**src/rtl/uart_word_pkg.sv**
```systemverilog
// -----------------------------------------------------------------------------
// uart_word_pkg
// Shared definitions for the UART word receiver: bit-FSM state encoding,
// byte/word widths, the default bit period and the even-parity helper.
// Optional feature macro used by the including files: UART_RX_PARITY_EN.
// -----------------------------------------------------------------------------
package uart_word_pkg;

    localparam int UART_BYTE_W           = 8;
    localparam int UART_WORD_W           = 16;
    // 100 MHz system clock / 115200 baud
    localparam int UART_CLKS_PER_BIT_DEF = 868;

    typedef enum logic [2:0] {
        IDLE   = 3'd0,
        START  = 3'd1,
        DATA   = 3'd2,
        PARITY = 3'd3,
        STOP   = 3'd4
    } uart_rx_state_e;

    // Even parity: the parity bit that makes the total count of ones even.
    function automatic logic even_parity(input logic [UART_BYTE_W-1:0] b);
        return ^b;
    endfunction

endpackage

```
**src/rtl/uart_word_rx_if.sv**
```systemverilog
// -----------------------------------------------------------------------------
// uart_word_rx_if
// Valid/ready word stream between the UART word receiver and its consumer.
//   data  : received 16-bit word, high byte first on the wire
//   valid : data holds an unconsumed word
//   ready : consumer accepts data when valid && ready at a rising edge
// Modports: master (word source), slave (word consumer).
// -----------------------------------------------------------------------------
interface uart_word_rx_if;
    import uart_word_pkg::*;

    logic [UART_WORD_W-1:0] data;
    logic                   valid;
    logic                   ready;

    modport master (output data, output valid, input ready);
    modport slave  (input data, input valid, output ready);

endinterface

```
**src/rtl/uart_rx_byte.sv**
```systemverilog
// -----------------------------------------------------------------------------
// uart_rx_byte
// Synchronises the serial input and deserialises 8N1 bytes (8E1 when
// UART_RX_PARITY_EN is defined).
// Ports:
//   clk, rst_n    : clock, asynchronous active-low reset
//   i_rx          : raw serial input, idle high, asynchronous to clk
//   o_byte        : last deserialised byte, valid while o_byte_valid is high
//   o_byte_valid  : one-cycle pulse, byte received with good stop (and parity)
//   o_byte_err    : one-cycle pulse, stop bit low or parity mismatch
//   o_busy        : a frame is in progress (FSM not idle)
// -----------------------------------------------------------------------------
module uart_rx_byte
    import uart_word_pkg::*;
#(
    parameter int CLKS_PER_BIT = UART_CLKS_PER_BIT_DEF
) (
    input  logic                   clk,
    input  logic                   rst_n,
    input  logic                   i_rx,
    output logic [UART_BYTE_W-1:0] o_byte,
    output logic                   o_byte_valid,
    output logic                   o_byte_err,
    output logic                   o_busy
);

    localparam int               CNT_W     = $clog2(CLKS_PER_BIT);
    localparam logic [CNT_W-1:0] FULL_LAST = CNT_W'(CLKS_PER_BIT - 1);
    localparam logic [CNT_W-1:0] HALF_LAST = CNT_W'(CLKS_PER_BIT / 2 - 1);

    logic                   r_sync1;
    logic                   r_sync2;
    logic                   r_prev;
    uart_rx_state_e         r_state;
    uart_rx_state_e         w_state_next;
    logic [CNT_W-1:0]       r_cnt;
    logic [2:0]             r_bit_cnt;
    logic [UART_BYTE_W-1:0] r_shift;
    logic                   r_par_ok;
    logic                   r_byte_valid;
    logic                   r_byte_err;

    logic w_tick_half;
    logic w_tick_full;
    logic w_fall;
    logic w_sample;
    logic w_stop_sample;
    logic w_byte_valid_nxt;
    logic w_byte_err_nxt;

    assign w_tick_half = (r_cnt == HALF_LAST);
    assign w_tick_full = (r_cnt == FULL_LAST);
    assign w_fall      = r_prev & ~r_sync2;

    // Two-flop synchroniser plus one delayed copy for falling-edge detection.
    always_ff @(posedge clk or negedge rst_n) begin
        if (!rst_n) begin
            r_sync1 <= 1'b1;
            r_sync2 <= 1'b1;
            r_prev  <= 1'b1;
        end else begin
            r_sync1 <= i_rx;
            r_sync2 <= r_sync1;
            r_prev  <= r_sync2;
        end
    end

    // Bit FSM state register.
    always_ff @(posedge clk or negedge rst_n) begin
        if (!rst_n) begin
            r_state <= IDLE;
        end else begin
            r_state <= w_state_next;
        end
    end

    // Bit FSM next-state logic.
    always_comb begin
        w_state_next = r_state;
        case (r_state)
            IDLE: begin
                if (w_fall) w_state_next = START;
                else        w_state_next = IDLE;
            end
            START: begin
                // A start bit that is high again at mid-bit was a glitch.
                if (w_tick_half) w_state_next = r_sync2 ? IDLE : DATA;
                else             w_state_next = START;
            end
            DATA: begin
                if (w_tick_full && (r_bit_cnt == 3'd7)) begin
`ifdef UART_RX_PARITY_EN
                    w_state_next = PARITY;
`else
                    w_state_next = STOP;
`endif
                end else begin
                    w_state_next = DATA;
                end
            end
`ifdef UART_RX_PARITY_EN
            PARITY: begin
                if (w_tick_full) w_state_next = STOP;
                else             w_state_next = PARITY;
            end
`endif
            STOP: begin
                // Leave right after the mid-bit sample so a following start
                // edge inside the remaining stop half-bit is not missed.
                if (w_tick_full) w_state_next = IDLE;
                else             w_state_next = STOP;
            end
            default: w_state_next = IDLE;
        endcase
    end

    // Bit FSM output decode: sample strobes and next byte status pulses.
    always_comb begin
        w_sample      = ((r_state == START) && w_tick_half) ||
                        (((r_state == DATA) || (r_state == PARITY) || (r_state == STOP)) && w_tick_full);
        w_stop_sample = (r_state == STOP) && w_tick_full;
        w_byte_valid_nxt = w_stop_sample &&  (r_sync2 && r_par_ok);
        w_byte_err_nxt   = w_stop_sample && !(r_sync2 && r_par_ok);
    end

    // Bit-period counter, bit index, shift register and parity result.
    always_ff @(posedge clk or negedge rst_n) begin
        if (!rst_n) begin
            r_cnt     <= {CNT_W{1'b0}};
            r_bit_cnt <= 3'd0;
            r_shift   <= {UART_BYTE_W{1'b0}};
            r_par_ok  <= 1'b1;
        end else begin
            if ((r_state == IDLE) || w_sample) r_cnt <= {CNT_W{1'b0}};
            else                               r_cnt <= r_cnt + CNT_W'(1);

            if (r_state == IDLE)                      r_bit_cnt <= 3'd0;
            else if ((r_state == DATA) && w_tick_full) r_bit_cnt <= r_bit_cnt + 3'd1;
            else                                       r_bit_cnt <= r_bit_cnt;

            // LSB first: new bits enter at the top and shift down.
            if ((r_state == DATA) && w_tick_full) r_shift <= {r_sync2, r_shift[UART_BYTE_W-1:1]};
            else                                  r_shift <= r_shift;

`ifdef UART_RX_PARITY_EN
            if (r_state == IDLE)                         r_par_ok <= 1'b1;
            else if ((r_state == PARITY) && w_tick_full) r_par_ok <= (r_sync2 == even_parity(r_shift));
            else                                         r_par_ok <= r_par_ok;
`else
            r_par_ok <= 1'b1;
`endif
        end
    end

    // Registered byte status pulses.
    always_ff @(posedge clk or negedge rst_n) begin
        if (!rst_n) begin
            r_byte_valid <= 1'b0;
            r_byte_err   <= 1'b0;
        end else begin
            r_byte_valid <= w_byte_valid_nxt;
            r_byte_err   <= w_byte_err_nxt;
        end
    end

    assign o_byte       = r_shift;
    assign o_byte_valid = r_byte_valid;
    assign o_byte_err   = r_byte_err;
    assign o_busy       = (r_state != IDLE);

endmodule

```
**src/rtl/uart_word_rx.sv**
```systemverilog
// -----------------------------------------------------------------------------
// uart_word_rx
// Receives UART bytes and pairs them into 16-bit words (high byte first),
// presented on a single-entry valid/ready output register.
// Optional feature macro: UART_RX_PARITY_EN (even parity bit per byte).
// Ports:
//   clk, rst_n  : clock, asynchronous active-low reset
//   uart_rx     : serial input, idle high
//   word_if     : master side of the word stream (data, valid / ready)
//   frame_err   : one-cycle pulse on a bad stop bit (or parity error)
//   overrun     : sticky, a completed word was dropped; cleared by reset
// -----------------------------------------------------------------------------
module uart_word_rx
    import uart_word_pkg::*;
#(
    parameter int CLKS_PER_BIT = UART_CLKS_PER_BIT_DEF,
    parameter int TIMEOUT_BITS = 20
) (
    input  logic           clk,
    input  logic           rst_n,
    input  logic           uart_rx,
    uart_word_rx_if.master word_if,
    output logic           frame_err,
    output logic           overrun
);

    localparam int            TO_CYCLES = TIMEOUT_BITS * CLKS_PER_BIT;
    localparam int            TO_W      = $clog2(TO_CYCLES);
    localparam logic [TO_W-1:0] TO_LAST = TO_W'(TO_CYCLES - 1);

    logic [UART_BYTE_W-1:0] w_byte;
    logic                   w_byte_valid;
    logic                   w_byte_err;
    logic                   w_busy;

    logic                   r_phase;
    logic [UART_BYTE_W-1:0] r_hi;
    logic [TO_W-1:0]        r_to_cnt;
    logic [UART_WORD_W-1:0] r_data;
    logic                   r_valid;
    logic                   r_overrun;

    logic w_word_done;
    logic w_to_expire;
    logic w_load;

    uart_rx_byte #(
        .CLKS_PER_BIT (CLKS_PER_BIT)
    ) u_byte (
        .clk          (clk),
        .rst_n        (rst_n),
        .i_rx         (uart_rx),
        .o_byte       (w_byte),
        .o_byte_valid (w_byte_valid),
        .o_byte_err   (w_byte_err),
        .o_busy       (w_busy)
    );

    // Word completion, timeout expiry and output-register load decisions.
    always_comb begin
        w_word_done = w_byte_valid && r_phase;
        // The timeout only runs while no frame is being received.
        w_to_expire = r_phase && !w_busy && !w_byte_valid && (r_to_cnt == TO_LAST);
        w_load      = w_word_done && (!r_valid || word_if.ready);
    end

    // Word assembler: high-byte store and phase tracking.
    always_ff @(posedge clk or negedge rst_n) begin
        if (!rst_n) begin
            r_phase <= 1'b0;
            r_hi    <= {UART_BYTE_W{1'b0}};
        end else begin
            if (w_byte_valid && !r_phase) begin
                r_phase <= 1'b1;
                r_hi    <= w_byte;
            end else if (w_byte_valid || w_byte_err || w_to_expire) begin
                r_phase <= 1'b0;
                r_hi    <= r_hi;
            end else begin
                r_phase <= r_phase;
                r_hi    <= r_hi;
            end
        end
    end

    // Partial-word timeout counter; restarts whenever a frame is in flight.
    always_ff @(posedge clk or negedge rst_n) begin
        if (!rst_n) begin
            r_to_cnt <= {TO_W{1'b0}};
        end else begin
            if (!r_phase || w_busy || w_byte_valid || w_to_expire) r_to_cnt <= {TO_W{1'b0}};
            else                                                    r_to_cnt <= r_to_cnt + TO_W'(1);
        end
    end

    // Single-entry output register with sticky overrun on a dropped word.
    always_ff @(posedge clk or negedge rst_n) begin
        if (!rst_n) begin
            r_data    <= {UART_WORD_W{1'b0}};
            r_valid   <= 1'b0;
            r_overrun <= 1'b0;
        end else begin
            if (w_load) begin
                r_data  <= {r_hi, w_byte};
                r_valid <= 1'b1;
            end else if (r_valid && word_if.ready) begin
                r_data  <= r_data;
                r_valid <= 1'b0;
            end else begin
                r_data  <= r_data;
                r_valid <= r_valid;
            end

            if (w_word_done && r_valid && !word_if.ready) r_overrun <= 1'b1;
            else                                          r_overrun <= r_overrun;
        end
    end

    assign word_if.data  = r_data;
    assign word_if.valid = r_valid;
    assign frame_err     = w_byte_err;
    assign overrun       = r_overrun;

endmodule

```
**src/flat_wrapper.sv**
```systemverilog
// flat-port wrapper written by rule: the top's interface ports become plain ports
module uart_word_rx_flat import uart_word_pkg::*;
#(
    parameter int CLKS_PER_BIT = UART_CLKS_PER_BIT_DEF,
    parameter int TIMEOUT_BITS = 20
)
  (clk, rst_n, uart_rx, frame_err, overrun, word_if_data, word_if_valid, word_if_ready);
  uart_word_rx_if word_if_i ();
  input  logic clk;
  input  logic rst_n;
  input  logic uart_rx;
  output logic frame_err;
  output logic overrun;
  output wire logic [$bits(word_if_i.data)-1:0] word_if_data;
  output wire logic [$bits(word_if_i.valid)-1:0] word_if_valid;
  input wire logic [$bits(word_if_i.ready)-1:0] word_if_ready;
  assign word_if_data = word_if_i.data;
  assign word_if_valid = word_if_i.valid;
  assign word_if_i.ready = word_if_ready;
  uart_word_rx #(.CLKS_PER_BIT(CLKS_PER_BIT), .TIMEOUT_BITS(TIMEOUT_BITS)) u_core (.clk(clk), .rst_n(rst_n), .uart_rx(uart_rx), .word_if(word_if_i), .frame_err(frame_err), .overrun(overrun));
endmodule
```
**config.mk**
```make
export PLATFORM = sky130hd
export DESIGN_NAME = uart_word_rx_flat
export DESIGN_NICKNAME = d
export VERILOG_FILES = /design/src/rtl/uart_word_pkg.sv /design/src/rtl/uart_word_rx_if.sv /design/src/rtl/uart_rx_byte.sv /design/src/rtl/uart_word_rx.sv /design/src/flat_wrapper.sv
export SDC_FILE = /design/constraint.sdc
export NUM_CORES = 1
export LEC_CHECK = 0
export CORE_UTILIZATION = 50
export DETAILED_ROUTE_END_ITERATION = 8
export PLACE_DENSITY = 0.7
export SLEW_MARGIN = 20
export SYNTH_ARGS = -nofsm -noshare
export SYNTH_HDL_FRONTEND = slang
export SYNTH_SLANG_ARGS = --single-unit
```
**constraint.sdc**
```tcl
create_clock -name clk -period 2.37 [get_ports clk]
set_clock_uncertainty 0.05 [all_clocks]
set_input_delay 0.237 -clock clk [delete_from_list [all_inputs] [get_ports clk]]
set_output_delay 0.237 -clock clk [all_outputs]
set_load 0.02 [all_outputs]
```
==> impl_metrics.json <==
{
  "status": "finished, final reports clean",
  "grt_use_total": 0.184,
  "area_growth_pct": 17.9,
  "p_per_area_nw_per_um2": 734,
  "dieArea_um2": 6490,
  "avgViaCountPerCell": 5.27,
  "synth_warnings": 0,
  "syn_area_um2": 3090,
  "reg2reg_from": "u_core.u_byte.r_cnt[2]",
  "cts-root-buf": "clkbuf_8",
  "grt_setup_unrepaired": "no",
  "maxCapViolCount": 0,
  "drtAntennaViolNets": 0,
  "core_um2": 5960,
  "netlist_instances": 253,
  "setup_viol": 0,
  "tritoncts": "done",
  "grt_pass1_vias": 1855,
  "total_power_mw": 2.67,
  "grt_start_max_net_pins": 72,
  "fmax_mhz": 503,
  "syn-num-nets": 262,
  "clk_path_buf_depth": 2,
  "worstSkewPairLatency_ns": 0.33,
  "drc": 0,
  "numPortBuffers": 22,
  "min_path_type": "input port to flip-flop",
  "cts_buffers": 9,
  "vias": 1912,
  "antenna_found_initial": 0,
  "max_slew_margin": 0.636,
  "nets": 292,
  "synth_top_area_share": 0.551,
  "hold_path_startpoint": "uart_rx",
  "ir_drop_v": 0.000573,
  "wl_per_cell_um": 14.2,
  "post-place-cells": 346,
  "fin_crit_sh": 0.838,
  "grt-ovfl-total": 0,
  "synth_area_leader_cell": "dfrtp_1",
  "worstPathArrival_ns": 2.15,
  "drtPass1Iterations": 4,
  "rows": 28,
  "reg2reg_setup_slack_ns": 0.38,
  "final-max-slew-violation-count": 0,
  "syn_area_per_cell_um2": 12.2,
  "worst_pin_slew_ns": 0.546,
  "crit_required_ns": 2.53,
  "cts_max_level": 3,
  "synth_cell_types": 38,
  "start_kind": "flip-flop",
  "synth-seq-cells": 71,
  "ys_seq_area_frac": 0.577,
  "hold_viol": 0,
  "num_antenna_cells": 0,
  "crit_type": "flip-flop to flip-flop",
  "start_util": 0.518,
  "leakagePower_nw": 1.69,
  "cts.sinks": 71,
  "setup_slack_ns": 0.383,
  "layout_min_cycle_time_ns": 1.99,
  "wl_um": 5140,
  "grt_pass1_wl_um": 8760,
  "setup_tns_ns": 0,
  "critPathMaxFanout": 9,
  "yosys-top-cells-area": "dfrtp_1, mux2_2, xnor2_1",
  "dp_slack_ns": 0.393,
  "drt_iter0_markers": 103,
  "ctsResizeCount": 0,
  "clk_pin_slew_ns": 0.08,
  "fin_cells": 363,
  "end_kind": "flip-flop",
  "place_congestion": 0.850,
  "die_h_um": 80.6,
  "drive_gt1_frac": 0.236,
  "io_pins": 23,
  "die_x_um": 80.6,
  "crit_path_start": "u_core.u_byte.r_cnt[2]",
  "dpl.hpwl_um": 3490,
  "nFillCells": 486
}
## cell families after synthesis
group                    Yosys count  share of synthesized area
adder cells (fa/ha/maj)            5                     0.0203
multiplexers                      33                      0.120
flip-flops                        71                      0.577
AO/OA/AOI/OAI                      9                     0.0182
XOR/XNOR                          21                     0.0596
AND/OR/NAND/NOR                   99                      0.181
buffers and inverters             15                     0.0247
## per-layer routing
| metal | up-vias | share of wire | global-route usage | wire length [um] |
|---|---|---|---|---|
| li1 | 936 | - | - | - |
| met1 | 941 | 0.49 | 0.248 | 2540 |
| met2 | 30 | 0.46 | 0.270 | 2380 |
| met3 | 5 | 0.032 | 0.0648 | 163 |
| met4 | 0 | 0.010 | 0.0696 | 53 |
| met5 | - | 0 | 0 | 0 |
## worst paths after layout
check	depth (start not counted)	endpoint
hold / removal	1	u_core.u_byte.r_sync1
hold reg to reg	0	u_core.u_byte.r_sync2
max in group asynchronous	3	u_core.u_byte.r_sync1
setup / recovery	3	u_core.u_byte.o_byte[1]
min in group asynchronous	3	u_core.u_byte.r_cnt[2]
setup reg to reg	3	u_core.u_byte.o_byte[1]
## repair_timing
action	4_1_cts	5_1_grt
hold buffers	1	0
hold endpoints to repair	68	0
buffers inserted	0	0
## cell type report
class | count | area, um^2 | share of cell area
Sequential cell | 71 | 1780 | 0.489
Multi-Input combinational cell | 167 | 1230 | 0.338
Timing Repair Buffer | 28 | 275 | 0.0756
Clock buffer | 10 | 128 | 0.0351
Clock inverter | 6 | 110 | 0.0302
Tap cell | 75 | 93.8 | 0.0258
Inverter | 6 | 22.5 | 0.00619
## through the flow
| stage | instance area [um^2] | utilization | hold slack [ns] |
|---|---|---|---|
| 6_report | 3640 | 0.611 | 0.279 |
| 5_1_grt | 3640 | 0.611 | 0.245 |
| 4_1_cts | 3640 | 0.611 | 0.262 |
| 3_5_place_dp | 3390 | 0.570 | 0.239 |
| 3_3_place_gp | 3390 | 0.570 | 0.241 |
| 2_1_floorplan | 3090 | - | -0.109 |
## layout by cell type, fill, tap and decap left out, types with 4 or more instances in the layout
cell type         n
dfrtp_1          68
mux2_2           31
clkdlybuf4s50_1  21
nand2_1          18
nor2_1           16
nor3_1           13
xnor2_1          13
nor2_2           10
clkbuf_8          9
nand4_1           8
nand3_1           8
xor2_1            8
inv_1             6
ha_1              5
nor4_1            4
buf_4             4
## critical path: stages (launching register included)
cell and delay, ns:
dfrtp_1 0.45, nor3b_1 0.42, and4_1 0.56, mux2_2 0.39
## power breakdown
part	total (mW)	leakage (nW)	internal, mW	switching [mW]
combinational	0.181	0.617	0.0905	0.0904
sequential	1.36	0.964	1.27	0.0842
clock	1.13	0.112	0.697	0.434
total	2.67	1.69	2.06	0.609
## cells in the mapped netlist
master    instances
nand3_1           8
xnor2_1          13
o21ai_1           3
and4_1            2
nand2b_1          2
nand2_1          18
a211oi_1          1
or4b_1            1
o21bai_1          1
a22o_1            1
inv_1             6
nor4bb_1          2
nand3_2           1
nor2b_1           3
nor2_2           10
and4b_1           1
ha_1              5
o21ai_0           1
mux2_1            1
buf_2             3
xor2_1            8
nor4_1            4
nor3_1           13
mux2_2           31
buf_12            1
dfstp_2           3
nor3b_1           3
a21o_1            1
nor2_1           16
clkbuf_1          5
mux2i_1           1
nand4b_4          1
nand4_1           8
or3_1             2
and3_1            3
or4_4             1
dfrtp_1          68
a21oi_1           1
## registers in the layout, indices dropped and copies added (netlist names)
signal / count
u_core.u_byte.o_byte_valid: 1
u_core.u_byte.r_cnt: 10
u_core.u_byte.r_bit_cnt: 3
u_core.word_if.valid: 1
u_core.overrun: 1
u_core.u_byte.o_byte: 8
u_core.u_byte.r_state: 3
u_core.u_byte.r_sync2: 1
u_core.u_byte.r_sync1: 1
u_core.u_byte.o_byte_err: 1
u_core.r_hi: 8
u_core.u_byte.r_prev: 1
u_core.r_to_cnt: 15
u_core.r_phase: 1
u_core.word_if.data: 16
Note: power is estimated with default switching activity, not from simulation.
==> RTL edit 1, RTL diff (same flow settings) <==
The package constant `UART_CLKS_PER_BIT_DEF` goes from 868 to 217.
--- a/src/rtl/uart_word_pkg.sv
+++ b/src/rtl/uart_word_pkg.sv
@@ -9,7 +9,7 @@
     localparam int UART_BYTE_W           = 8;
     localparam int UART_WORD_W           = 16;
     // 100 MHz system clock / 115200 baud
-    localparam int UART_CLKS_PER_BIT_DEF = 868;
+    localparam int UART_CLKS_PER_BIT_DEF = 217;
 
     typedef enum logic [2:0] {
         IDLE   = 3'd0,
Function: same outputs for any inputs over 10 cycles, from zero or initial values and one cycle with rst_n low; that may be too few to reach the edited logic, so the function may still have changed.
==> RTL edit 1 against the unedited design <==
  * Power fell by 13%
  * Synthesized area shrank 7.9%
  * Cell area down 9.3%
  * Setup slack better by 250 ps
  * Sequential cell count shrank 4
  * Routed wire length down 15%
  * Non-clock buffer count down 3
  * Core utilization fell by 1.1 points
  * Global-route usage down 1.9 points
  * Die area down 7.7%
  * Via count shrank 11%
  * Sequential share of layout area increased by 2.0 points
  * Largest cell class unchanged
==> RTL edit 1: results (changes against the unedited design) <==
outcome - completed
vias in the first global route - 1600 (-14%)
Ant. Diodes - 0 (unchanged)
layout cell share with drive strength beyond 1 - 20.77% (-2.8 points)
initial DRC count - 62 (-40%)
routability cong. - 0.7885 (-7.2%)
Reg clk slew, reported paths - 60 ps (-20 ps)
Hold-fix buffers, CTS - 1 (unchanged)
worst-path fanout max - 13 (+4)
CP peak stage delay - 400 ps (-160 ps)
synth cell count leaders - dfrtp_1 (64), nor2_1 (30), mux2_2 (27), nand2_1 (16), xnor2_1 (10)
clk_lat worst skew - 330 ps (about the same)
final net count - 266 (-8.9%)
M1 wire length - 2212 µm (-13%)
slowest CP cell - dfrtp_1
Mapped Cells - 227 (-10%)
GR Util met2 - 23.89% (-3.1 points)
Vias - 1705 (-11%)
DR WL met3 - 137 µm (-16%)
final wirelength - 4376 µm (-15%)
filler instances - 480 (-1.2%)
metal2 WL - 1972 µm (-17%)
Seq/Total Area, Yosys - 59.11% (+1.5 points)
FF-to-FF Start - u_core.u_byte.r_cnt[0]
Slew HR - 63.77% (+0.16 points)
asr flop ratio synth - 100.0% (unchanged)
M1 GR Usage - 22.54% (-2.3 points)
placed instance area - 0.003126 mm² (-7.9%)
Total Routing Usage GR - 16.44% (-1.9 points)
dpl ws - 600.0 ps (+206.7 ps)
largest net degree at the start of global routing - 68 (-5.6%)
syn nets - 236 (-9.9%)
DP HPWL - 2853 µm (-18%)
clk root buf - clkbuf_8
first-pass GRT wire length - 7507 µm (-14%)
P_leak - 1.514 nW (-11%)
Final Non-Filler Cells - 332 (-8.5%)
top post-synthesis cells by area - dfrtp_1 (56%), mux2_2 (11%), nor2_1 (4.0%)
met3 Track Usage GR - 5.294% (-1.2 points)
crit path DAT - 1910 ps (-240 ps)
Peak VDD IR - 507.5 µV (-11%)
dpl cells - 317 (-8.4%)
worst hold path type - input port to register
internal power - 1.728 mW (-16%)
CP Launch Type - register
RTL edit 1: logic make-up after synthesis:
family                     Yosys count  share of synthesized area [%]
xor gates and xnor gates            17                          5.238
AOI/OAI and AO/OA                    9                          1.849
adders and majority gates            5                          2.201
muxes                               33                          13.69
DFF                                 67                          59.11
and+or+nand+nor                     83                          15.23
buffers and inverters               13                          2.685
RTL edit 1: final cells by class:
class                   instances  area (µm²)  share of cell area [%]
clock inverters                 2       12.51                  0.3788
inverters                       7       26.28                  0.7955
clock buffers                  12       155.1                   4.697
flip-flops and latches         67        1680                   50.87
multi-input cells             147        1086                   32.88
repair buffers                 25       252.7                   7.651
well taps                      72       90.09                   2.727
RTL edit 1: worst paths after layout:
check | endpoint | slack, ps | cells after the start
setup reg to reg | u_core.u_byte.o_byte[1] | 630 | 5
setup / recovery | u_core.u_byte.o_byte[1] | 630 | 5
min in group asynchronous | u_core.r_to_cnt[3] | 380 | 3
max in group asynchronous | u_core.u_byte.r_prev | 1540 | 3
hold reg to reg | u_core.u_byte.r_sync2 | 310 | 0
hold / removal | u_core.u_byte.r_sync1 | 260 | 1
RTL edit 1: worst register-to-register path, cell delays in order (launching register included):
cell and delay (ps):
dfrtp_1 400, inv_1 70, ha_1 130, and4b_1 250
and4_4 370, mux2_2 360
RTL edit 1: power groups by stage:
stage / sequential, mW / combinational, mW / clock [mW]
global placement: 1.30 / 0.204 / 0
CTS: 1.28 / 0.213 / 0.847
finish: 1.28 / 0.209 / 0.819
detailed placement: 1.30 / 0.211 / 0
global route: 1.30 / 0.241 / 0.892
floorplan: 1.29 / 0.153 / 0
==> RTL edit 2, RTL diff (same flow settings) <==
Without the edit above. Encoding of `uart_rx_state_e`: now one-hot (5 bits for 5 states).
--- a/src/rtl/uart_word_pkg.sv
+++ b/src/rtl/uart_word_pkg.sv
@@ -11,12 +11,12 @@
     // 100 MHz system clock / 115200 baud
     localparam int UART_CLKS_PER_BIT_DEF = 868;
 
-    typedef enum logic [2:0] {
-        IDLE   = 3'd0,
-        START  = 3'd1,
-        DATA   = 3'd2,
-        PARITY = 3'd3,
-        STOP   = 3'd4
+    typedef enum logic [4:0] {
+        IDLE   = 5'b00001,
+        START  = 5'b00010,
+        DATA   = 5'b00100,
+        PARITY = 5'b01000,
+        STOP   = 5'b10000
     } uart_rx_state_e;
 
     // Even parity: the parity bit that makes the total count of ones even.
Formal check against the unedited RTL: same outputs for any inputs over 10 cycles, from zero or initial values and one cycle with rst_n low; not proved beyond that.
==> RTL edit 2 against the unedited design <==
  * Non-clock buffer count shrank 1
  * Sequential cell count increased by 1
  * Sequential share of layout area increased by 1.5 points
  * Setup slack better by 19 ps
  * Power fell by 15%
  * Critical path depth rose by 1
  * Hold slack lost 33 ps
  * Synthesized area shrank 0.20%
  * Cell area is 1.6% lower
  * Routed wire length rose by 0.47%
  * Combinational power decreased by 28%
  * Largest cell class unchanged
==> RTL edit 2: results (changes against the unedited design) <==
dpl cells - 347 (+0.29%)
Seq area share - 50.44% (+1.5 points)
P_leak - 1.582 nW (-6.6%)
Reg power frac - 56.9% (+6.0 points)
worst-path fanout max - 14 (+5)
Seq/Total Area, Yosys - 58.63% (+0.97 points)
slowest CP cell - or4_4
largest net degree at the start of global routing - 73 (+1.4%)
clk cell area share - 4.785% (-1.7 points)
syn nets - 261 (-0.38%)
Routed wire per std cell - 14.18 µm (+0.19%)
Peak VDD IR - 371.3 µV (-35%)
first-pass GRT wire length - 8866 µm (+1.2%)
Hold Slack - 246.2 ps (-32.56 ps)
routability cong. - 0.7357 (-13%)
outcome - completed
placed instance area - 0.003401 mm² (+0.22%)
nonclk buf count - 27 (-3.6%)
Mapped Cells - 252 (-0.40%)
filler instances - 485 (-0.21%)
part of the power in combinational logic - 5.8% (-1.0 points)
Signal buf overhead - 7.475% (-0.085 points)
non-clock inverter count in the final layout - 8 (+2)
FF-to-FF setup slack - 400 ps (+20 ps)
FF-to-FF Start - u_core.r_to_cnt[12]
## RTL edit 2: changes by cell type after synthesis, moves of 3 or more
cell	before	now
nor3b_1	3	0
nor3_1	13	6
xnor2_1	13	19
nand2_1	18	9
nor2_2	10	0
nand3_1	8	13
xor2_1	8	3
o21ai_1	3	0
o21ai_0	1	4
nor2_1	16	35
## RTL edit 2: cells by family after synthesis
logic type | share of synthesized area (%)
buffers and inverters | 2.030
DFF | 58.63
xor gates and xnor gates | 6.253
and+or+nand+nor | 17.13
muxes | 11.69
AOI/OAI and AO/OA | 2.234
adders and majority gates | 2.030
## RTL edit 2: worst register-to-register path, cell delays in order, from the launching register on
cell and delay (ps):
dfrtp_1 400, or4b_1 530, or4_4 540, nand2_2 240
nor2_1 80
## RTL edit 2: per-layer routing
layer	global-route usage (%)	vias to the layer above	routed length, µm
met3	4.432	8	146
met4	8.571	0	104
met2	27.20	29	2399
li1	-	943	-
met1	25.24	942	2512
met5	0	-	0
